[src/rtl/flpt_pkg.sv]
// Shared definitions for the FIR floating-point datapath blocks:
// default mantissa geometry, FSM state encoding and a small sizing helper.
package flpt_pkg;

    localparam int FLPT_WIDTH = 10;
    localparam int FLPT_CHUNK = 5;

    typedef enum logic [1:0] {
        IDLE = 2'd0,
        ADD  = 2'd1,
        NEG  = 2'd2,
        DONE = 2'd3
    } state_t;

    // Width of a counter that indexes n items; never narrower than one bit.
    function automatic int idx_width(input int n);
        return (n > 1) ? $clog2(n) : 1;
    endfunction

endpackage

[src/rtl/flpt_chunk_adder.sv]
// CHUNK-bit ripple-carry adder built from a chain of full_adder cells.
// The single-bit full_adder cell is kept in this file alongside its only user.
module full_adder (
    input  logic a,
    input  logic b,
    input  logic cin,
    output logic s,
    output logic cout
);

    assign s    = a ^ b ^ cin;
    assign cout = (a & b) | (a & cin) | (b & cin);

endmodule

module flpt_chunk_adder #(
    parameter int CHUNK = 5
) (
    input  logic [CHUNK-1:0] x,
    input  logic [CHUNK-1:0] y,
    input  logic             cin,
    output logic [CHUNK-1:0] s,
    output logic             cout
);

    logic [CHUNK:0] c;

    assign c[0] = cin;

    for (genvar i = 0; i < CHUNK; i++) begin : g_fa
        full_adder u_fa (
            .a    (x[i]),
            .b    (y[i]),
            .cin  (c[i]),
            .s    (s[i]),
            .cout (c[i+1])
        );
    end

    assign cout = c[CHUNK];

endmodule

[src/rtl/flpt_mantissa_addsub.sv]
// Multi-cycle mantissa adder/subtractor. Adds CHUNK bits per cycle with a
// registered inter-chunk carry; subtract mode returns sign-magnitude by
// running a second chunked pass that two's-complement negates a negative
// difference.
//
// Handshake: a transfer happens on a rising edge where valid and ready are
// both 1. in_ready is 1 only in IDLE, out_valid only in DONE; both are pure
// decodes of the state. Operands are captured on the input transfer and
// later input changes are ignored; results hold stable in DONE until the
// output transfer.
module flpt_mantissa_addsub
    import flpt_pkg::*;
#(
    parameter int WIDTH = FLPT_WIDTH,
    parameter int CHUNK = FLPT_CHUNK
) (
    input  logic             clk,
    input  logic             rst,
    input  logic             in_valid,
    output logic             in_ready,
    input  logic [WIDTH-1:0] a,
    input  logic [WIDTH-1:0] b,
    input  logic             sub,
    output logic             out_valid,
    input  logic             out_ready,
    output logic [WIDTH:0]   z,
    output logic             neg,
    output logic             zero,
    output logic [1:0]       state_dbg
);

    localparam int N  = WIDTH / CHUNK;
    localparam int KW = idx_width(N);
    localparam logic [KW-1:0] K_LAST = KW'(N - 1);

    state_t            state;
    logic [WIDTH-1:0]  a_q;
    logic [WIDTH-1:0]  b_q;
    logic              sub_q;
    logic [KW-1:0]     k;
    logic              carry;
    logic [WIDTH:0]    z_q;
    logic              neg_q;
    logic              zero_q;

    logic [CHUNK-1:0]  a_chunk;
    logic [CHUNK-1:0]  b_chunk;
    logic [CHUNK-1:0]  z_chunk;
    logic [CHUNK-1:0]  add_x;
    logic [CHUNK-1:0]  add_y;
    logic [CHUNK-1:0]  sum;
    logic              cout;
    logic [WIDTH:0]    z_next;

    assign in_ready  = (state == IDLE);
    assign out_valid = (state == DONE);
    assign z         = z_q;
    assign neg       = neg_q;
    assign zero      = zero_q;
    assign state_dbg = state;

    // Select chunk k of each operand and of the running result.
    always_comb begin
        a_chunk = '0;
        b_chunk = '0;
        z_chunk = '0;
        for (int i = 0; i < N; i++) begin
            if (k == KW'(i)) begin
                a_chunk = a_q[i*CHUNK +: CHUNK];
                b_chunk = b_q[i*CHUNK +: CHUNK];
                z_chunk = z_q[i*CHUNK +: CHUNK];
            end
        end
    end

    // Operand mux for the shared adder: A + (B or ~B) in ADD, ~z + carry in NEG.
    always_comb begin
        if (state == NEG) begin
            add_x = ~z_chunk;
            add_y = '0;
        end else begin
            add_x = a_chunk;
            add_y = sub_q ? ~b_chunk : b_chunk;
        end
    end

    flpt_chunk_adder #(
        .CHUNK (CHUNK)
    ) u_chunk_adder (
        .x    (add_x),
        .y    (add_y),
        .cin  (carry),
        .s    (sum),
        .cout (cout)
    );

    // Result register value after this cycle's chunk is written back; the
    // top bit carries the add-mode carry-out and stays 0 in sub mode.
    always_comb begin
        z_next = z_q;
        for (int i = 0; i < N; i++) begin
            if (k == KW'(i)) begin
                z_next[i*CHUNK +: CHUNK] = sum;
            end
        end
        if (state == ADD && k == K_LAST) begin
            z_next[WIDTH] = sub_q ? 1'b0 : cout;
        end
    end

    // Control FSM and all datapath registers.
    always_ff @(posedge clk) begin
        if (rst) begin
            state  <= IDLE;
            a_q    <= '0;
            b_q    <= '0;
            sub_q  <= 1'b0;
            k      <= '0;
            carry  <= 1'b0;
            z_q    <= '0;
            neg_q  <= 1'b0;
            zero_q <= 1'b0;
        end else begin
            case (state)
                IDLE: begin
                    if (in_valid) begin
                        a_q    <= a;
                        b_q    <= b;
                        sub_q  <= sub;
                        k      <= '0;
                        carry  <= sub;
                        z_q    <= '0;
                        neg_q  <= 1'b0;
                        zero_q <= 1'b0;
                        state  <= ADD;
                    end
                end
                ADD: begin
                    z_q   <= z_next;
                    carry <= cout;
                    if (k == K_LAST) begin
                        if (!sub_q || cout) begin
                            zero_q <= (z_next == '0);
                            state  <= DONE;
                        end else begin
                            // Borrow out of the top chunk: difference is negative.
                            neg_q <= 1'b1;
                            k     <= '0;
                            carry <= 1'b1;
                            state <= NEG;
                        end
                    end else begin
                        k <= k + KW'(1);
                    end
                end
                NEG: begin
                    z_q   <= z_next;
                    carry <= cout;
                    if (k == K_LAST) begin
                        zero_q <= (z_next == '0);
                        state  <= DONE;
                    end else begin
                        k <= k + KW'(1);
                    end
                end
                DONE: begin
                    if (out_ready) begin
                        state <= IDLE;
                    end
                end
                default: state <= IDLE;
            endcase
        end
    end

endmodule

[config.mk]
export PLATFORM = sky130hd
export DESIGN_NAME = flpt_mantissa_addsub
export DESIGN_NICKNAME = d
export VERILOG_FILES = /design/src/rtl/flpt_pkg.sv /design/src/rtl/flpt_chunk_adder.sv /design/src/rtl/flpt_mantissa_addsub.sv
export SDC_FILE = /design/constraint.sdc
export NUM_CORES = 1
export LEC_CHECK = 0
export BUFFER_PORTS_ARGS = -buffer_cell sky130_fd_sc_hd__buf_2
export CAP_MARGIN = 5
export CORE_ASPECT_RATIO = 0.9
export CORE_MARGIN = 2
export CORE_UTILIZATION = 55
export DETAILED_ROUTE_END_ITERATION = 12
export PLACE_DENSITY = 0.84
export SYNTH_ARGS = -nofsm -noshare
export SYNTH_HDL_FRONTEND = slang
export SYNTH_SLANG_ARGS = --single-unit
[constraint.sdc]
create_clock -name clk -period 9.4 [get_ports clk]
set_input_delay 1.88 -clock clk [delete_from_list [all_inputs] [get_ports clk]]
set_output_delay 1.88 -clock clk [all_outputs]
set_load 0.02 [all_outputs]
==> run metrics, run 1 <==
Hold Crit Class register to register; dpl ws 5.53 ns; final setup skew 0.00803 ns; CTS Sinks 38; final setup margin 5.49 ns; Mapped Area just over 2000 um2; flip-flop and latch count after synthesis 38; Yosys top cell area share between 30% and 40%; FF/Latch Area 761 um2; Syn. warnings 0; fin crit share 41.6%; die area 4190 um2; Clk Latency, worst-skew pair ~0.3 ns; Worst Tran Pin Value approximately 0.7 ns; share of layout cells above drive strength 1 21.2%; Die X between 60 and 70 um; post-CTS setup buffer count 0; RSZ-0062 raised after global routing no; die height around 62 um; DRT iter0 DRCs 186; WP data required between 9 and 10 ns; Final setup viols 0; fmax roughly 0.26 GHz; Post-Syn Nets roughly 280; Starting Density between 50 and 60%; Synth Instances between 200 and 250; Hold Startpoint a_q[4]$_SDFFE_PP0P_; Via Count roughly 1.7k; hpwl dp 3300 um; sequential area share after synthesis about 38%; crit path launch type register; CP Class register to register; CP Max Fanout 13; Final nets 308; CTS Buffer Depth 2; area delta synth->final 16.1%; worst reg-to-reg path cell count 12; Num CTS Buffers 5; sink of the worst hold path a_q[4]$_SDFFE_PP0P_; WP data arrival about 4.1 ns; wire length per cell ~14 um; Std-Cell Rows 20; # port buffers between 40 and 50; drt total wl around 4400 um; Pwr Density roughly 340 nW/um2; Max-slew headroom 54.3%; largest net degree at the start of global routing 40; R2R setup slack about 5.5 ns; max_cap viols 0; Post-DRT Antenna Nets 0; crit path time final 3.91 ns; grt ovf 0; initial antenna violation count 0; worst vdd ir ~240 uV; area of the multi-input gates between 1000 and 1500 um2; number of fill cells ~300; Hold Buf Count CTS 0; clock slew at reported path FFs 0.08 ns; GRT Overall Usage about a quarter; core area between 3000 and 4000 um2; Slew Limit Fails 0; post-CTS resize count 0; Worst Hold Slack around 0.46 ns; first-pass GRT wire length 7360 um; Via-to-Cell Ratio ~5.5; ANT cells 0; syn avg cell area 8.41 um2; CP Capture Type register; setup TNS 0 ns; DRC viols 0; vias in the first global route around 1.5k; Final Util between 60% and 70%; status complete, no violations; Fin. Hold Viols 0; top post-synthesis cells by area dfxtp_1 38%, nand2_1 8.9%, a21oi_1 6.2%; Ports between 40 and 50; count of cell types in the netlist 40; clock root buffer clkbuf_8; worst reg2reg path startpoint state_dbg[0]$_SDFFE_PP0P_; CTS tree yes; drt pass-1 iters 4; reg2reg end zero$_SDFFE_PP0P_; top cell type by total area after synthesis dfxtp_1; H-Tree Depth 2; Cells on Worst Hold Path 2; RePlAce Congestion 0.913; LEAKAGE approximately 0.00095 uW
==> per-layer routing <==
layer | share of wire [%] | global-route usage [%] | wire, um
met1 | 48 | 33.2 | 2100
met2 | 45 | 36.8 | 1980
met3 | 5.5 | 7.31 | 241
met4 | 1.7 | 5.71 | 75
met5 | 0 | 0 | 0
==> layout by cell type, fill, tap and decap left out, drive strengths merged, types with 6 or more instances in the layout <==
cell,Yosys,routed
nand2,49,49
buf,7,42
dfxtp,38,38
a21oi,25,25
nor2,22,22
inv,14,14
mux2i,7,7
a2bb2oi,7,7
nand2b,6,6
==> Yosys cell counts (all sizes together) <==
master,number
a211oi,1
a21o,1
a21oi,25
a221oi,1
a22oi,5
a2bb2oi,7
a31oi,1
and2,1
and3,1
buf,7
clkbuf,10
dfxtp,38
fa,5
ha,5
inv,14
mux2i,7
mux4,5
nand2,49
nand2b,6
nand3,5
nand3b,2
nand4,1
nor2,22
nor2b,1
nor3,3
nor3b,1
nor4,1
o2111ai,1
o211ai,4
o21ai,2
o221a,1
o31ai,1
or3,1
or4b,1
xnor2,3
xor2,2
==> cell type report <==
type / instances / share of cell area, %
sequential: 38 / 32.4
timing repair buffer: 42 / 9.05
clock inverter: 3 / 2.93
multi-input combinational: 172 / 48.2
inverter: 14 / 2.24
tap: 44 / 2.34
clock buffer: 5 / 2.93
==> state kept, by name, summed over array words and instances (netlist names) <==
register   cells
z             11
a_q           10
b_q           10
state_dbg      2
carry          1
k              1
neg            1
sub_q          1
zero           1
==> per-stage QoR <==
| step | area [um2] | power, uW | std cells |
|---|---|---|---|
| floorplan | 2030 | 545 | 241 |
| global placement | 2210 | 614 | 310 |
| detailed placement | 2210 | 626 | 310 |
| CTS | 2350 | 792 | 318 |
| global route | 2350 | 854 | 318 |
| finish | 2350 | 793 | 318 |
==> worst max-delay path, cell delays in order, from the launching register on <==
cell	delay, ns
dfxtp_1	0.35
inv_1	0.13
ha_1	0.46
mux4_2	0.33
fa_1	0.19
fa_1	0.17
inv_1	0.05
fa_1	0.39
fa_1	0.39
fa_1	0.55
nand4_1	0.10
or4b_1	0.54
o31ai_2	0.18
==> where the power goes <==
part | leakage, uW | internal [uW] | switching (uW)
clock network | 0.0000683 | 106 | 60.1
logic | 0.000576 | 167 | 233
registers | 0.000310 | 194 | 32.6
total | 0.000955 | 468 | 326
==> logic make-up (layout without fill, tap and decap cells) <==
| logic type | count (synthesis) | in the layout | synth area share, % |
|---|---|---|---|
| XOR/XNOR | 5 | 5 | 2.16 |
| adder cells (fa/ha/maj) | 10 | 10 | 8.03 |
| AO/OA/AOI/OAI | 50 | 50 | 16.1 |
| buffers and inverters | 31 | 64 | 6.55 |
| flip-flops | 38 | 38 | 37.6 |
| AND/OR/NAND/NOR | 95 | 95 | 20.6 |
| multiplexers | 12 | 12 | 9.02 |
==> worst max path at each step <==
stage / startpoint / endpoint / slack (ns) / cells after the start
floorplan: state_dbg[1]$_SDFFE_PP0P_ / zero$_SDFFE_PP0P_ / 5.60 / 12
global placement: state_dbg[0]$_SDFFE_PP0P_ / zero$_SDFFE_PP0P_ / 5.69 / 12
detailed placement: state_dbg[0]$_SDFFE_PP0P_ / zero$_SDFFE_PP0P_ / 5.53 / 12
CTS: state_dbg[0]$_SDFFE_PP0P_ / zero$_SDFFE_PP0P_ / 5.51 / 12
global route: state_dbg[0]$_SDFFE_PP0P_ / zero$_SDFFE_PP0P_ / 5.28 / 12
finish: state_dbg[0]$_SDFFE_PP0P_ / zero$_SDFFE_PP0P_ / 5.49 / 12
Note: power is estimated with default switching activity, not from simulation.
==> run 2, diff against run 1 <==
--- a/config.mk
+++ b/config.mk
@@ -5,13 +5,14 @@
 export SDC_FILE = /design/constraint.sdc
 export NUM_CORES = 1
 export LEC_CHECK = 0
+export ABC_AREA = 1
 export BUFFER_PORTS_ARGS = -buffer_cell sky130_fd_sc_hd__buf_2
 export CAP_MARGIN = 5
 export CORE_ASPECT_RATIO = 0.9
 export CORE_MARGIN = 2
-export CORE_UTILIZATION = 55
+export CORE_UTILIZATION = 54
 export DETAILED_ROUTE_END_ITERATION = 12
-export PLACE_DENSITY = 0.84
+export PLACE_DENSITY = 0.83
 export SYNTH_ARGS = -nofsm -noshare
 export SYNTH_HDL_FRONTEND = slang
 export SYNTH_SLANG_ARGS = --single-unit
==> constraint.sdc (replaced) <==
create_clock -name clk -period 3.7 [get_ports clk]
set_input_delay 0.74 -clock clk [delete_from_list [all_inputs] [get_ports clk]]
set_output_delay 0.74 -clock clk [all_outputs]
set_load 0.02 [all_outputs]
==> run metrics, run 2 <==
CTS tree yes; Starting Density 56.1% (-2.6 points); Worst Tran Pin Value 0.823 ns (+0.137 ns); Post-Syn Nets 335 (+21%); CP Max Fanout 11 (-2); drt pass-1 iters 4 (unchanged); Hold Buf Count CTS 0 (unchanged); Post-DRT Antenna Nets 0 (unchanged); Max-slew headroom 45.1% (-9.1 points); async set-reset flop share out of synthesis 0% (unchanged); H-Tree Depth 2 (unchanged); Pwr Density 898 nW/um2 (+170%); number of fill cells 358 (+19%); CTS Sinks 38 (unchanged); top cell type by total area after synthesis dfxtp_1; dpl ws 0.194 ns (-5.33 ns); placed instance area 2260 um2 (+2.3%); commonest register cell after synthesis dfxtp_1; Num CTS Buffers 5 (unchanged); Non-Filler Instances 381 (+20%); Hold Crit Class register to register; Syn. warnings 0 (unchanged); status complete, no violations; area delta synth->final 14.5%; post-CTS setup buffer count 0 (unchanged); Ports 42 (unchanged); DP Cell Count 374 (+21%); Post-synth EDFFs 0 (unchanged); die area 4360 um2 (+4.2%); drt total wl 4360 um (-0.71%); Mapped Area 2080 um2 (+2.5%); GRT Overall Usage 21.9% (-2.0 points); grt ovf 0 (unchanged); clock slew at reported path FFs 0.07 ns (about the same); Post-synth top cells 63 x nand2_1, 56 x nor2_1, 38 x dfxtp_1, 33 x o21ai_0, 27 x a21oi_1; CP Capture Type register; DRC viols 0 (unchanged); die height 62.8 um (+2.0%); Post-Layout Inst Area 2380 um2 (+1.2%); fin crit share 93.3% (+52 points); initial antenna violation count 0 (unchanged); wire length per cell 11.5 um (-17%); area of the multi-input gates 1130 um2 (-0.22%); DRT iter0 DRCs 125 (-33%); ANT cells 0 (unchanged); Final setup viols 0 (unchanged); largest net degree at the start of global routing 26 (-35%); Total Power 2140 uW (+170%); CP Class register to register; vias in the first global route 1811 (+17%); Clk Latency, worst-skew pair 0.29 ns (about the same); crit path time final 3.45 ns (-0.462 ns); fmax 0.290 GHz (+13%); share of layout cells above drive strength 1 18.5% (-2.7 points); final setup margin 0.249 ns (-5.24 ns); WP data arrival 3.68 ns (-0.45 ns); WP data required 3.93 ns (-5.68 ns); crit path launch type register; RSZ-0062 raised after global routing no; hpwl dp 3260 um (-0.96%); max FFs per register 11 (unchanged); sequential area share after synthesis 36.6% (-0.93 points); Yosys top cell area share 36.6% (-0.93 points); flip-flop and latch count after synthesis 38 (unchanged); max_cap viols 0 (unchanged); top post-synthesis cells by area dfxtp_1 37%, nand2_1 11%, nor2_1 10%; Slew Limit Fails 0 (unchanged); # port buffers 41 (unchanged); Synth Instances 300 (+24%); Fin. Hold Viols 0 (unchanged); count of cell types in the netlist 23 (-43%); commonest non-fill, non-tap cells in the layout 63 x nand2_1, 56 x nor2_1, 41 x buf_2; LEAKAGE 0.00109 uW (+14%); Via-to-Cell Ratio 5.20 (-5.3%); Via Count 1980 (+13%); syn avg cell area 6.92 um2 (-18%); Std-Cell Rows 21 (+5.0%); FF/Latch Area 762 um2 (+0.16%); Final nets 370 (+20%); Die X 69.4 um (+2.1%); clock root buffer clkbuf_8; setup TNS 0 ns (unchanged); worst vdd ir 380 uV (+60%); final setup skew 0.00420 ns (-0.00383 ns); core area 3700 um2 (+7.3%); RePlAce Congestion 0.839 (-8.0%); top-count cell post-synth nand2_1; first-pass GRT wire length 7760 um (+5.5%); CTS Buffer Depth 2 (unchanged); commonest non-fill, non-tap cell in the layout nand2_1
## run 2: timing repair
action	4_1_cts	5_1_grt
resized for setup	0	1
setup endpoints to repair	0	1
hold endpoints to repair	0	0
## run 2: cells by family (layout without fill, tap and decap cells)
family / Yosys count / in the layout / synth area share, %
AND/OR/NAND/NOR: 127 / 127 / 23.5
AO/OA/AOI/OAI: 82 / 82 / 20.7
flip-flops: 38 / 38 / 36.6
buffers and inverters: 38 / 73 / 8.98
adder cells (fa/ha/maj): 10 / 10 / 7.83
multiplexers: 5 / 5 / 2.41
## run 2: worst max-delay path, cell delays in order, from the launching register on
cell     delay [ns]
dfxtp_2        0.38
inv_1          0.10
ha_1           0.23
inv_2          0.14
o21ai_0        0.11
o21ai_1        0.18
fa_1           0.22
fa_1           0.16
inv_1          0.05
fa_1           0.37
fa_1           0.39
fa_1           0.51
inv_1          0.04
nand2_1        0.05
nand2_1        0.06
nor2_1         0.10
nand2_1        0.06
nor2_1         0.08
nand2_1        0.06
a21oi_2        0.10
## run 2: final timing paths
check                                                from                 to  slack [ns]  depth (start not counted)
worst max-delay path            state_dbg[0]$_SDFFE_PP0P_  zero$_SDFFE_PP0P_        0.25                         19
worst min-delay path                     neg$_SDFFE_PP0P_   neg$_SDFFE_PP0P_        0.47                          2
worst max register to register  state_dbg[0]$_SDFFE_PP0P_  zero$_SDFFE_PP0P_        0.25                         19
worst min register to register           neg$_SDFFE_PP0P_   neg$_SDFFE_PP0P_        0.47                          2
## run 2: layout make-up
cell class	instances	share of cell area [%]
tap	46	2.42
clock buffer	6	3.47
inverter	21	3.42
clock inverter	1	1.26
multi-input combinational	224	47.5
sequential	38	32.0
timing repair buffer	45	9.89
## run 2: per-layer routing
metal / share of wire [%] / global-route usage, % / vias up
met1: 49 / 28.2 / 883
met2: 44 / 34.4 / 55
li1: - / - / 1033
met4: 2.0 / 10.0 / 0
met5: 0 / 0 / -
met3: 5.5 / 5.81 / 9
## run 2: per-stage QoR
stage | hold WS [ns] | util (%)
finish | 0.473 | 64.2
global route | 0.509 | 64.2
CTS | 0.481 | 64.2
detailed placement | 0.471 | 61.1
global placement | 0.434 | 61.1
floorplan | 0.424 | -
## run 2: power breakdown
part | leakage (uW) | switching (uW) | internal, uW
clock | 0.0000573 | 139 | 216
sequential | 0.000313 | 80.2 | 523
combinational | 0.000715 | 747 | 431
total | 0.00109 | 966 | 1170
==> run 3, diff against run 2 <==
--- a/config.mk
+++ b/config.mk
@@ -12,6 +12,7 @@
 export CORE_MARGIN = 2
 export CORE_UTILIZATION = 54
 export DETAILED_ROUTE_END_ITERATION = 12
+export MAX_ROUTING_LAYER = met4
 export PLACE_DENSITY = 0.83
 export SYNTH_ARGS = -nofsm -noshare
 export SYNTH_HDL_FRONTEND = slang
==> run metrics, run 3 (same netlist as run 2, synthesis figures left out) <==
status complete, no violations; CP Class register to register; Max-slew headroom 45.1% (about the same); DRC viols 0 (unchanged); Via Count 1980 (unchanged); sink of the worst hold path neg$_SDFFE_PP0P_; Clk Latency, worst-skew pair 0.29 ns (about the same); post-CTS resize count 0 (unchanged); WP data arrival 3.68 ns (about the same); initial antenna violation count 0 (unchanged); core area 3700 um2 (unchanged); switching power 966 uW (about the same); drt total wl 4370 um (about the same); grt peak-use layer met2; worst reg2reg path startpoint state_dbg[0]$_SDFFE_PP0P_; Starting Density 56.1% (unchanged); Post-DRT Antenna Nets 0 (unchanged); area delta synth->final 14.5% (unchanged); CP Capture Type register; hpwl dp 3260 um (unchanged); ANT cells 0 (unchanged); CTS Buffer Depth 2 (unchanged); CTS tree yes; Hold Buf Count CTS 0 (unchanged); Final nets 370 (unchanged); crit path time final 3.45 ns (-0.000600 ns); Num CTS Buffers 5 (unchanged); number of fill cells 358 (unchanged); Slew Limit Fails 0 (unchanged); Internal 1170 uW (about the same); CP cell instances inv_1 -> ha_1 -> inv_2 -> o21ai_0 -> o21ai_1 -> fa_1 -> fa_1 -> inv_1 -> fa_1 -> fa_1 -> fa_1 -> inv_1 -> nand2_1 -> nand2_1 -> nor2_1 -> nand2_1 -> nor2_1 -> nand2_1 -> a21oi_2; drt pass-1 iters 4 (unchanged); clock power share 16.6% (about the same); DRT iter0 DRCs 139 (+11%); worst vdd ir 380 uV (about the same); commonest non-fill, non-tap cells in the layout 63 x nand2_1, 56 x nor2_1, 41 x buf_2; worst reg-to-reg path cell count 19 (unchanged); RePlAce Congestion 0.852 (+1.5%); reg2reg end zero$_SDFFE_PP0P_; Std-Cell Rows 21 (unchanged); LEAKAGE 0.00109 uW (unchanged); H-Tree Depth 2 (unchanged); RSZ-0062 raised after global routing no; max FFs per register 11 (unchanged); die height 62.8 um (unchanged); max_cap viols 0 (unchanged); die area 4360 um2 (unchanged); met3 usage 5.65% (-0.16 points); Pwr Density 898 nW/um2 (about the same); Worst path max stage delay 0.51 ns (about the same); fmax 0.290 GHz (about the same); Most common cell on crit path fa_1; Final setup viols 0 (unchanged); share of layout cells above drive strength 1 18.5% (unchanged); fin crit share 93.2% (about the same); CTS Sinks 38 (unchanged); clock root buffer clkbuf_8; largest net degree at the start of global routing 26 (unchanged); met1 Resource Use GR 28.3% (+0.10 points); dpl ws 0.194 ns (unchanged); Cells on Worst Hold Path 2 (unchanged); # port buffers 41 (unchanged); global-route met2 utilization 34.4% (unchanged); Via-to-Cell Ratio 5.20 (unchanged); Ports 42 (unchanged); final setup skew 0.00420 ns (-0.000000250 ns); CP Max Fanout 11 (unchanged); Worst Tran Pin Value 0.823 ns (+0.00000918 ns); first-pass GRT wire length 7760 um (unchanged); setup TNS 0 ns (unchanged); grt ovf 0 (unchanged); commonest non-fill, non-tap cell in the layout nand2_1; Fin. Hold Viols 0 (unchanged); Hold Crit Class register to register; Crit-path slowest cell fa_1; clock slew at reported path FFs 0.07 ns (about the same); Comb power frac 55.1% (about the same); vias in the first global route 1812 (+0.055%); sequential power share 28.3% (about the same); switching share of power 45.2% (about the same); Die X 69.4 um (unchanged); wire length per cell 11.5 um (about the same); GRT Overall Usage 22.5% (+0.62 points); post-CTS setup buffer count 0 (unchanged); Hold Startpoint neg$_SDFFE_PP0P_; final setup margin 0.250 ns (+0.000600 ns); WP data required 3.93 ns (about the same); R2R setup slack 0.25 ns (about the same); crit path launch type register
run 3: cell counts in the layout (fill, tap and decap cells not counted):
Identical to the previous run, type by type.
run 3: routing by layer:
layer  share of wire, %  vias up
li1                   -     1033
met1                 49      884
met2                 44       54
met3                5.4        9
met4                2.0        0
met5                  0        -
run 3: final cells by class:
cell class / instances / area [um2] / area share [%]
Clock buffer: 6 / 82.6 / 3.47
Multi-Input combinational cell: 224 / 1130 / 47.5
Clock inverter: 1 / 30.0 / 1.26
Sequential cell: 38 / 762 / 32.0
Tap cell: 46 / 57.6 / 2.42
Inverter: 21 / 81.3 / 3.42
Timing Repair Buffer: 45 / 235 / 9.89
run 3: how the worst max path moves through the flow:
stage / endpoint / start / cells past startpoint / slack, ns
after floorplan: zero$_SDFFE_PP0P_ / state_dbg[0]$_SDFFE_PP0P_ / 21 / 0.07
after global placement: zero$_SDFFE_PP0P_ / state_dbg[0]$_SDFFE_PP0P_ / 19 / 0.30
after detailed placement: zero$_SDFFE_PP0P_ / state_dbg[0]$_SDFFE_PP0P_ / 19 / 0.19
after CTS: zero$_SDFFE_PP0P_ / state_dbg[0]$_SDFFE_PP0P_ / 19 / 0.18
after global routing: zero$_SDFFE_PP0P_ / state_dbg[0]$_SDFFE_PP0P_ / 19 / 0.06
final: zero$_SDFFE_PP0P_ / state_dbg[0]$_SDFFE_PP0P_ / 19 / 0.25
run 3: worst max-delay path, delay by kind of cell (launching register included):
| kind | cells | cell delay (ns) |
|---|---|---|
| AO/OA/AOI/OAI | 3 | 0.39 |
| AND/OR/NAND/NOR | 6 | 0.41 |
| adder cells (fa/ha/maj) | 6 | 1.88 |
| flip-flops | 1 | 0.38 |
| buffers and inverters | 4 | 0.32 |
run 3: power by group through the flow:
stage	clock [uW]	sequential (uW)	combinational [uW]
2_1_floorplan	0	635	945
3_3_place_gp	0	608	1150
3_5_place_dp	0	612	1170
4_1_cts	361	603	1180
5_1_grt	376	621	1360
6_report	355	603	1180
run 3: per-stage QoR:
stage | cell area, um2 | power, uW | util (%) | hold WS, ns | std cells
6_report | 2380 | 2140 | 64.2 | 0.473 | 381
5_1_grt | 2380 | 2360 | 64.2 | 0.509 | 381
4_1_cts | 2380 | 2140 | 64.2 | 0.481 | 381
3_5_place_dp | 2260 | 1780 | 61.1 | 0.471 | 374
3_3_place_gp | 2260 | 1760 | 61.1 | 0.434 | 374
2_1_floorplan | 2080 | 1580 | - | 0.424 | 300
